## src/rtl/moore_seq_pkg.sv

```systemverilog
// -----------------------------------------------------------------------------
// moore_seq_pkg
// Shared definitions for the one-bit sync-preamble link (transmitter and
// detector side).
//   - state_e       : transmitter FSM state encoding (2 bits)
//   - DEF_PRE_W     : default preamble length in bits
//   - DEF_PREAMBLE  : default preamble pattern, sent MSB first
// Optional feature macro: MOORE_SEQ_TX_PARITY_EN adds the PAR state.
// -----------------------------------------------------------------------------
package moore_seq_pkg;

   localparam int DEF_PRE_W = 3;
   localparam logic [DEF_PRE_W-1:0] DEF_PREAMBLE = 3'b001;

   typedef enum logic [1:0] {
      ST_IDLE = 2'd0,
      ST_PRE  = 2'd1,
`ifdef MOORE_SEQ_TX_PARITY_EN
      ST_DATA = 2'd2,
      ST_PAR  = 2'd3
`else
      ST_DATA = 2'd2
`endif
   } state_e;

endpackage

```

## src/rtl/seq_tx_shreg.sv

```systemverilog
// -----------------------------------------------------------------------------
// seq_tx_shreg
// Load / shift-left register holding the word being serialised.
//   clk      in  : clock, rising edge
//   reset    in  : synchronous, active-high clear
//   i_load   in  : latch i_data (has priority over i_shift)
//   i_shift  in  : shift left by one, zero fill
//   i_data   in  : word to load [DATA_W]
//   o_msb    out : current MSB of the register
//   o_par    out : XOR of the word captured at load (only with
//                  MOORE_SEQ_TX_PARITY_EN defined)
// -----------------------------------------------------------------------------
module seq_tx_shreg #(
   parameter int DATA_W = 8
) (
   input  logic              clk,
   input  logic              reset,
   input  logic              i_load,
   input  logic              i_shift,
   input  logic [DATA_W-1:0] i_data,
   output logic              o_msb
`ifdef MOORE_SEQ_TX_PARITY_EN
  ,output logic              o_par
`endif
);

   logic [DATA_W-1:0] r_sh;

   assign o_msb = r_sh[DATA_W-1];

   // Shift register: load a new word or move the next bit into the MSB.
   always_ff @(posedge clk) begin
      if (reset) begin
         r_sh <= {DATA_W{1'b0}};
      end else if (i_load) begin
         r_sh <= i_data;
      end else if (i_shift) begin
         r_sh <= r_sh << 1;
      end else begin
         r_sh <= r_sh;
      end
   end

`ifdef MOORE_SEQ_TX_PARITY_EN
   // XOR of all data bits; appending it gives even parity over data + bit.
   function automatic logic even_par(input logic [DATA_W-1:0] d);
      return ^d;
   endfunction

   logic r_par;

   assign o_par = r_par;

   // Parity is captured once at load, since the word itself is shifted away.
   always_ff @(posedge clk) begin
      if (reset) begin
         r_par <= 1'b0;
      end else if (i_load) begin
         r_par <= even_par(i_data);
      end else begin
         r_par <= r_par;
      end
   end
`endif

endmodule

```

## src/rtl/moore_seq_tx.sv

```systemverilog
// -----------------------------------------------------------------------------
// moore_seq_tx
// Serial framed transmitter: preamble, data word MSB first, optional even
// parity bit. The line idles high. All outputs are registered (Moore).
// Optional feature macro: MOORE_SEQ_TX_PARITY_EN (adds the parity bit).
//   clk       in  : clock, rising edge
//   reset     in  : synchronous, active-high; aborts any frame in progress
//   in_data   in  : word to send [DATA_W], sampled on accept
//   in_valid  in  : in_data valid
//   in_ready  out : transmitter can accept a word (IDLE and not in reset)
//   tx_bit    out : serial line, idle level 1
//   tx_en     out : tx_bit carries a frame bit
//   busy      out : frame in progress
//   done      out : one-cycle pulse in the first IDLE cycle after a frame
// -----------------------------------------------------------------------------
module moore_seq_tx
   import moore_seq_pkg::*;
#(
   parameter int                DATA_W   = 8,
   parameter int                PRE_W    = DEF_PRE_W,
   parameter logic [PRE_W-1:0]  PREAMBLE = DEF_PREAMBLE
) (
   input  logic              clk,
   input  logic              reset,
   input  logic [DATA_W-1:0] in_data,
   input  logic              in_valid,
   output logic              in_ready,
   output logic              tx_bit,
   output logic              tx_en,
   output logic              busy,
   output logic              done
);

   localparam int MAX_W = (PRE_W > DATA_W) ? PRE_W : DATA_W;
   localparam int CNT_W = (MAX_W > 1) ? $clog2(MAX_W) : 1;

   localparam logic [CNT_W-1:0] CNT_ZERO = CNT_W'(0);
   localparam logic [CNT_W-1:0] CNT_ONE  = CNT_W'(1);
   localparam logic [CNT_W-1:0] PRE_LAST = CNT_W'(PRE_W - 1);
   localparam logic [CNT_W-1:0] DAT_LAST = CNT_W'(DATA_W - 1);

   // Preamble bit lookup; the counter may be wider than the preamble index.
   function automatic logic pre_bit(input logic [CNT_W-1:0] idx);
      logic b;
      b = 1'b1;
      for (int i = 0; i < PRE_W; i++) begin
         b = (idx == CNT_W'(i)) ? PREAMBLE[i] : b;
      end
      return b;
   endfunction

   state_e           r_state;
   logic [CNT_W-1:0] r_cnt;
   logic             r_tx_bit;
   logic             r_tx_en;
   logic             r_busy;
   logic             r_done;

   logic             w_accept;
   logic             w_shift;
   logic             w_msb;
`ifdef MOORE_SEQ_TX_PARITY_EN
   logic             w_par;
`endif

   assign in_ready = (r_state == ST_IDLE) && !reset;
   assign w_accept = in_valid && in_ready;

   // tx_bit is registered one cycle ahead, so the register shifts when its
   // MSB is moved into tx_bit: at the last preamble bit and every data bit
   // except the final one.
   assign w_shift  = ((r_state == ST_PRE)  && (r_cnt == CNT_ZERO)) ||
                     ((r_state == ST_DATA) && (r_cnt != CNT_ZERO));

   assign tx_bit = r_tx_bit;
   assign tx_en  = r_tx_en;
   assign busy   = r_busy;
   assign done   = r_done;

   seq_tx_shreg #(
      .DATA_W (DATA_W)
   ) u_shreg (
      .clk     (clk),
      .reset   (reset),
      .i_load  (w_accept),
      .i_shift (w_shift),
      .i_data  (in_data),
      .o_msb   (w_msb)
`ifdef MOORE_SEQ_TX_PARITY_EN
     ,.o_par   (w_par)
`endif
   );

   // Frame FSM: state, bit counter and registered line outputs for the next cycle.
   always_ff @(posedge clk) begin
      if (reset) begin
         r_state  <= ST_IDLE;
         r_cnt    <= CNT_ZERO;
         r_tx_bit <= 1'b1;
         r_tx_en  <= 1'b0;
         r_busy   <= 1'b0;
         r_done   <= 1'b0;
      end else begin
         case (r_state)
            ST_IDLE: begin
               r_done <= 1'b0;
               if (w_accept) begin
                  r_state  <= ST_PRE;
                  r_cnt    <= PRE_LAST;
                  r_tx_bit <= pre_bit(PRE_LAST);
                  r_tx_en  <= 1'b1;
                  r_busy   <= 1'b1;
               end else begin
                  r_state  <= ST_IDLE;
                  r_cnt    <= CNT_ZERO;
                  r_tx_bit <= 1'b1;
                  r_tx_en  <= 1'b0;
                  r_busy   <= 1'b0;
               end
            end

            ST_PRE: begin
               if (r_cnt == CNT_ZERO) begin
                  r_state  <= ST_DATA;
                  r_cnt    <= DAT_LAST;
                  r_tx_bit <= w_msb;
               end else begin
                  r_cnt    <= r_cnt - CNT_ONE;
                  r_tx_bit <= pre_bit(r_cnt - CNT_ONE);
               end
            end

            ST_DATA: begin
               if (r_cnt != CNT_ZERO) begin
                  r_cnt    <= r_cnt - CNT_ONE;
                  r_tx_bit <= w_msb;
               end else begin
`ifdef MOORE_SEQ_TX_PARITY_EN
                  r_state  <= ST_PAR;
                  r_cnt    <= CNT_ZERO;
                  r_tx_bit <= w_par;
`else
                  r_state  <= ST_IDLE;
                  r_cnt    <= CNT_ZERO;
                  r_tx_bit <= 1'b1;
                  r_tx_en  <= 1'b0;
                  r_busy   <= 1'b0;
                  r_done   <= 1'b1;
`endif
               end
            end

`ifdef MOORE_SEQ_TX_PARITY_EN
            ST_PAR: begin
               r_state  <= ST_IDLE;
               r_cnt    <= CNT_ZERO;
               r_tx_bit <= 1'b1;
               r_tx_en  <= 1'b0;
               r_busy   <= 1'b0;
               r_done   <= 1'b1;
            end
`endif

            default: begin
               r_state  <= ST_IDLE;
               r_cnt    <= CNT_ZERO;
               r_tx_bit <= 1'b1;
               r_tx_en  <= 1'b0;
               r_busy   <= 1'b0;
               r_done   <= 1'b0;
            end
         endcase
      end
   end

endmodule

```

## config.mk

```make
export PLATFORM = sky130hd
export DESIGN_NAME = moore_seq_tx
export DESIGN_NICKNAME = d
export VERILOG_FILES = /design/src/rtl/moore_seq_pkg.sv /design/src/rtl/seq_tx_shreg.sv /design/src/rtl/moore_seq_tx.sv
export SDC_FILE = /design/constraint.sdc
export NUM_CORES = 1
export LEC_CHECK = 0
export CELL_PAD_IN_SITES_DETAIL_PLACEMENT = 0
export CELL_PAD_IN_SITES_GLOBAL_PLACEMENT = 2
export CORE_ASPECT_RATIO = 0.8
export CORE_MARGIN = 5
export CORE_UTILIZATION = 26
export DETAILED_ROUTE_END_ITERATION = 8
export PLACE_DENSITY = 0.77
export SYNTH_ARGS = -nofsm -noshare
export SYNTH_HDL_FRONTEND = slang
export SYNTH_SLANG_ARGS = --single-unit
```

## constraint.sdc

```tcl
create_clock -name clk -period 1.6 [get_ports clk]
set_input_delay 0.48 -clock clk [delete_from_list [all_inputs] [get_ports clk]]
set_output_delay 0.48 -clock clk [all_outputs]
set_load 0.03 [all_outputs]
```

==> out/summary.txt <==
CTS tree: done
GRT Util Overall: 10.7%
Initial Utilization: 26.5%
Num ports: 16
Pins Over Slew Limit: 0
Crit. End Element: output pin
RSZ-0062 raised after global routing: yes
Hpwl dp: 1330 µm
Drt first pass iters: 4
Switching power: 0.000311 W
Area delta synth->final: 56.1%
Reg2Reg Setup Slack: 0.07 ns
Cell area after synthesis: 798 µm²
Gate power share: 25.9%
Placed cell area: 1100 µm²
Final Total Pwr: 0.00112 W
Dominant cells by area after synthesis: dfxtp_1 40%, a2111oi_2 13%, nor2_1 12%
Syn Inst Count: 92
Post-synthesis register bit count: 16
Fmax: 0.625 GHz
Vias per inst: 4.49
Avg WL per Cell: 12.2 µm
Htree depth: 1
Crit share post-route: 100%
Sw Ratio: 27.8%
Worst path arrival time: 1.12 ns
Ys async rst share: 0%
Grt total ovfl: 0
Routed Antenna Nets: 0
Die Y: 59.6 µm
Syn Area/Cell: 8.68 µm²
Syn_nets: 103
Top cell type's share of synthesized area: 40.1%
Most common cell in the netlist: nor2_1
CTS buffer count: 3
Largest area contributor in the netlist: dfxtp_1
Distinct cells, synth: 29
VDD IR max: 0.276 mV
Clock transition at path regs: 0.07 ns
Busiest grt layer: met2
Sequential share of power: 40.9%
Final Cell Area: 1250 µm²
Row cnt: 18
Vias in the first global route: 744
Top cells by count, synth: 25 x nor2_1, 16 x dfxtp_1, 8 x a21oi_1, 8 x nand2_1, 7 x a2111oi_2
Nets: 140
Status: finished with violations
Pin count of the biggest net entering global routing: 17
Largest fanout on the critical path: 2
Hold Crit Class: register to register
Maxcap violations: 0
Post-synth EDFFs: 0
Endpoints failing setup: 1
Kind of critical path: input port to output pin
Final hold vios: 0
First-pass GRT wire length: 3400 µm
CP Data Required Time: 1.12 ns
P_int: 0.000808 W
Total clock sinks: 16
N_diodes: 0
Ys Warns: 0
Sequential element share of the synthesized area: 40.1%
Clk network pwr share: 33.3%
DRT Wirelength: 2050 µm
Initial antenna violation count: 0
DR DRC count: 0
Clock latency on the worst-skew pair: 0.25 ns
Share of layout cells above drive strength 1: 35.2%
GP Congestion: 0.739
Grt met3 use: 1.53%
Met1 GRT Util: 13.4%
Min cycle time layout: 1.60 ns
CTS Buffer Depth: 2
Port Buffer Count: 15
Failing checks: setup timing
GR Util met2: 17.1%
Die Area: 4290 µm²
Slack of the critical path: -0.000790 ns
CTS root buffer: clkbuf_8
Clock Skews: 0.00248 ns
Vias: 755
Die Span X: 72.0 µm
CP Launch Type: input port
Slew at the pin closest to its max-slew limit: 0.275 ns
Iter 0 DRT Violations: 26
Utilization after layout: 41.3%
Slew HR: 81.3%
Pwr Density: 897 nW/µm²
FILL cells: 312
Main flop type after synthesis: dfxtp_1
Core footprint: 3020 µm²
Hold_buf cts: 0
Leakage power total: 0.492 nW
-- final cells by class --
| type | instances | area, µm² | area share, % |
|---|---|---|---|
| clock buffers | 4 | 55.1 | 4.42 |
| multi-input cells | 71 | 487 | 39.1 |
| flip-flops and latches | 16 | 324 | 26.0 |
| well taps | 40 | 50.0 | 4.02 |
| repair buffers | 37 | 330 | 26.5 |
-- worst max-delay path: stages --
cell and delay, ns:
dlygate4sd2_1 0.26, nor3_4 0.13, buf_6 0.12, buf_6 0.12
-- cells by family after synthesis --
| kind of cell | Yosys count | share of synthesized area (%) |
|---|---|---|
| simple gates | 46 | 28.2 |
| compound gates | 22 | 23.8 |
| flops | 16 | 40.1 |
| buf+inv | 6 | 5.01 |
| xor+xnor | 1 | 1.10 |
| mux | 1 | 1.72 |
-- what timing repair did --
item,CTS,global route
pin swaps,1,2
endpoints found under the setup margin,12,6
cloned,1,0
gates resized for setup,12,3
setup buffers,4,1
-- registers in the layout, indices dropped and copies added, names as in the netlist --
name	cells
r_state	2
busy	1
done	1
u_shreg.r_sh	8
r_cnt	3
tx_bit	1
-- metrics by stage --
stage	std cells	setup TNS, ns	hold WS (ns)	setup WS [ns]
after global routing	168	-0.0423	0.507	-0.0423
after CTS	167	-0.00452	0.471	-0.00452
after detailed placement	158	-2.95	0.461	-0.373
after floorplan	92	0	0.448	0.00579
final	168	-0.000790	0.472	-0.000790
after global placement	158	-2.61	0.457	-0.317
-- metal layers --
metal	vias up	share of wire, %
li1	394	-
met1	348	48
met2	9	47
met3	4	1.6
met4	0	2.8
met5	-	0
-- path summary, 6_finish.rpt --
kind,start,to,depth (start not counted)
hold / removal,done$_SDFFE_PP0P_,done$_SDFFE_PP0P_,2
setup / recovery,reset,in_ready,4
setup reg to reg,r_cnt[0]$_SDFF_PP0_,u_shreg.r_sh[7]$_SDFFE_PP0P_,6
hold reg to reg,done$_SDFFE_PP0P_,done$_SDFFE_PP0P_,2
-- power by group through the flow --
stage / registers (W) / clock network [W] / logic, W
2_1_floorplan: 0.000467 / 0 / 0.000147
3_3_place_gp: 0.000464 / 0 / 0.000250
3_5_place_dp: 0.000464 / 0 / 0.000251
4_1_cts: 0.000457 / 0.000379 / 0.000286
5_1_grt: 0.000461 / 0.000400 / 0.000314
6_report: 0.000457 / 0.000372 / 0.000289
-- cells in the final DEF (no fill, tap or decap), types with 2 or more instances in the layout --
master           count
nor2_1              25
buf_4               19
dfxtp_1             13
clkdlybuf4s50_1      9
nand2_1              8
a21oi_1              8
a2111oi_2            7
dlygate4sd2_1        5
clkbuf_8             4
buf_6                3
dfxtp_2              3
nor3_4               2
nor2b_4              2
o21ai_1              2
mux2i_4              2
No activity file was read; power rests on OpenSTA's default activity.
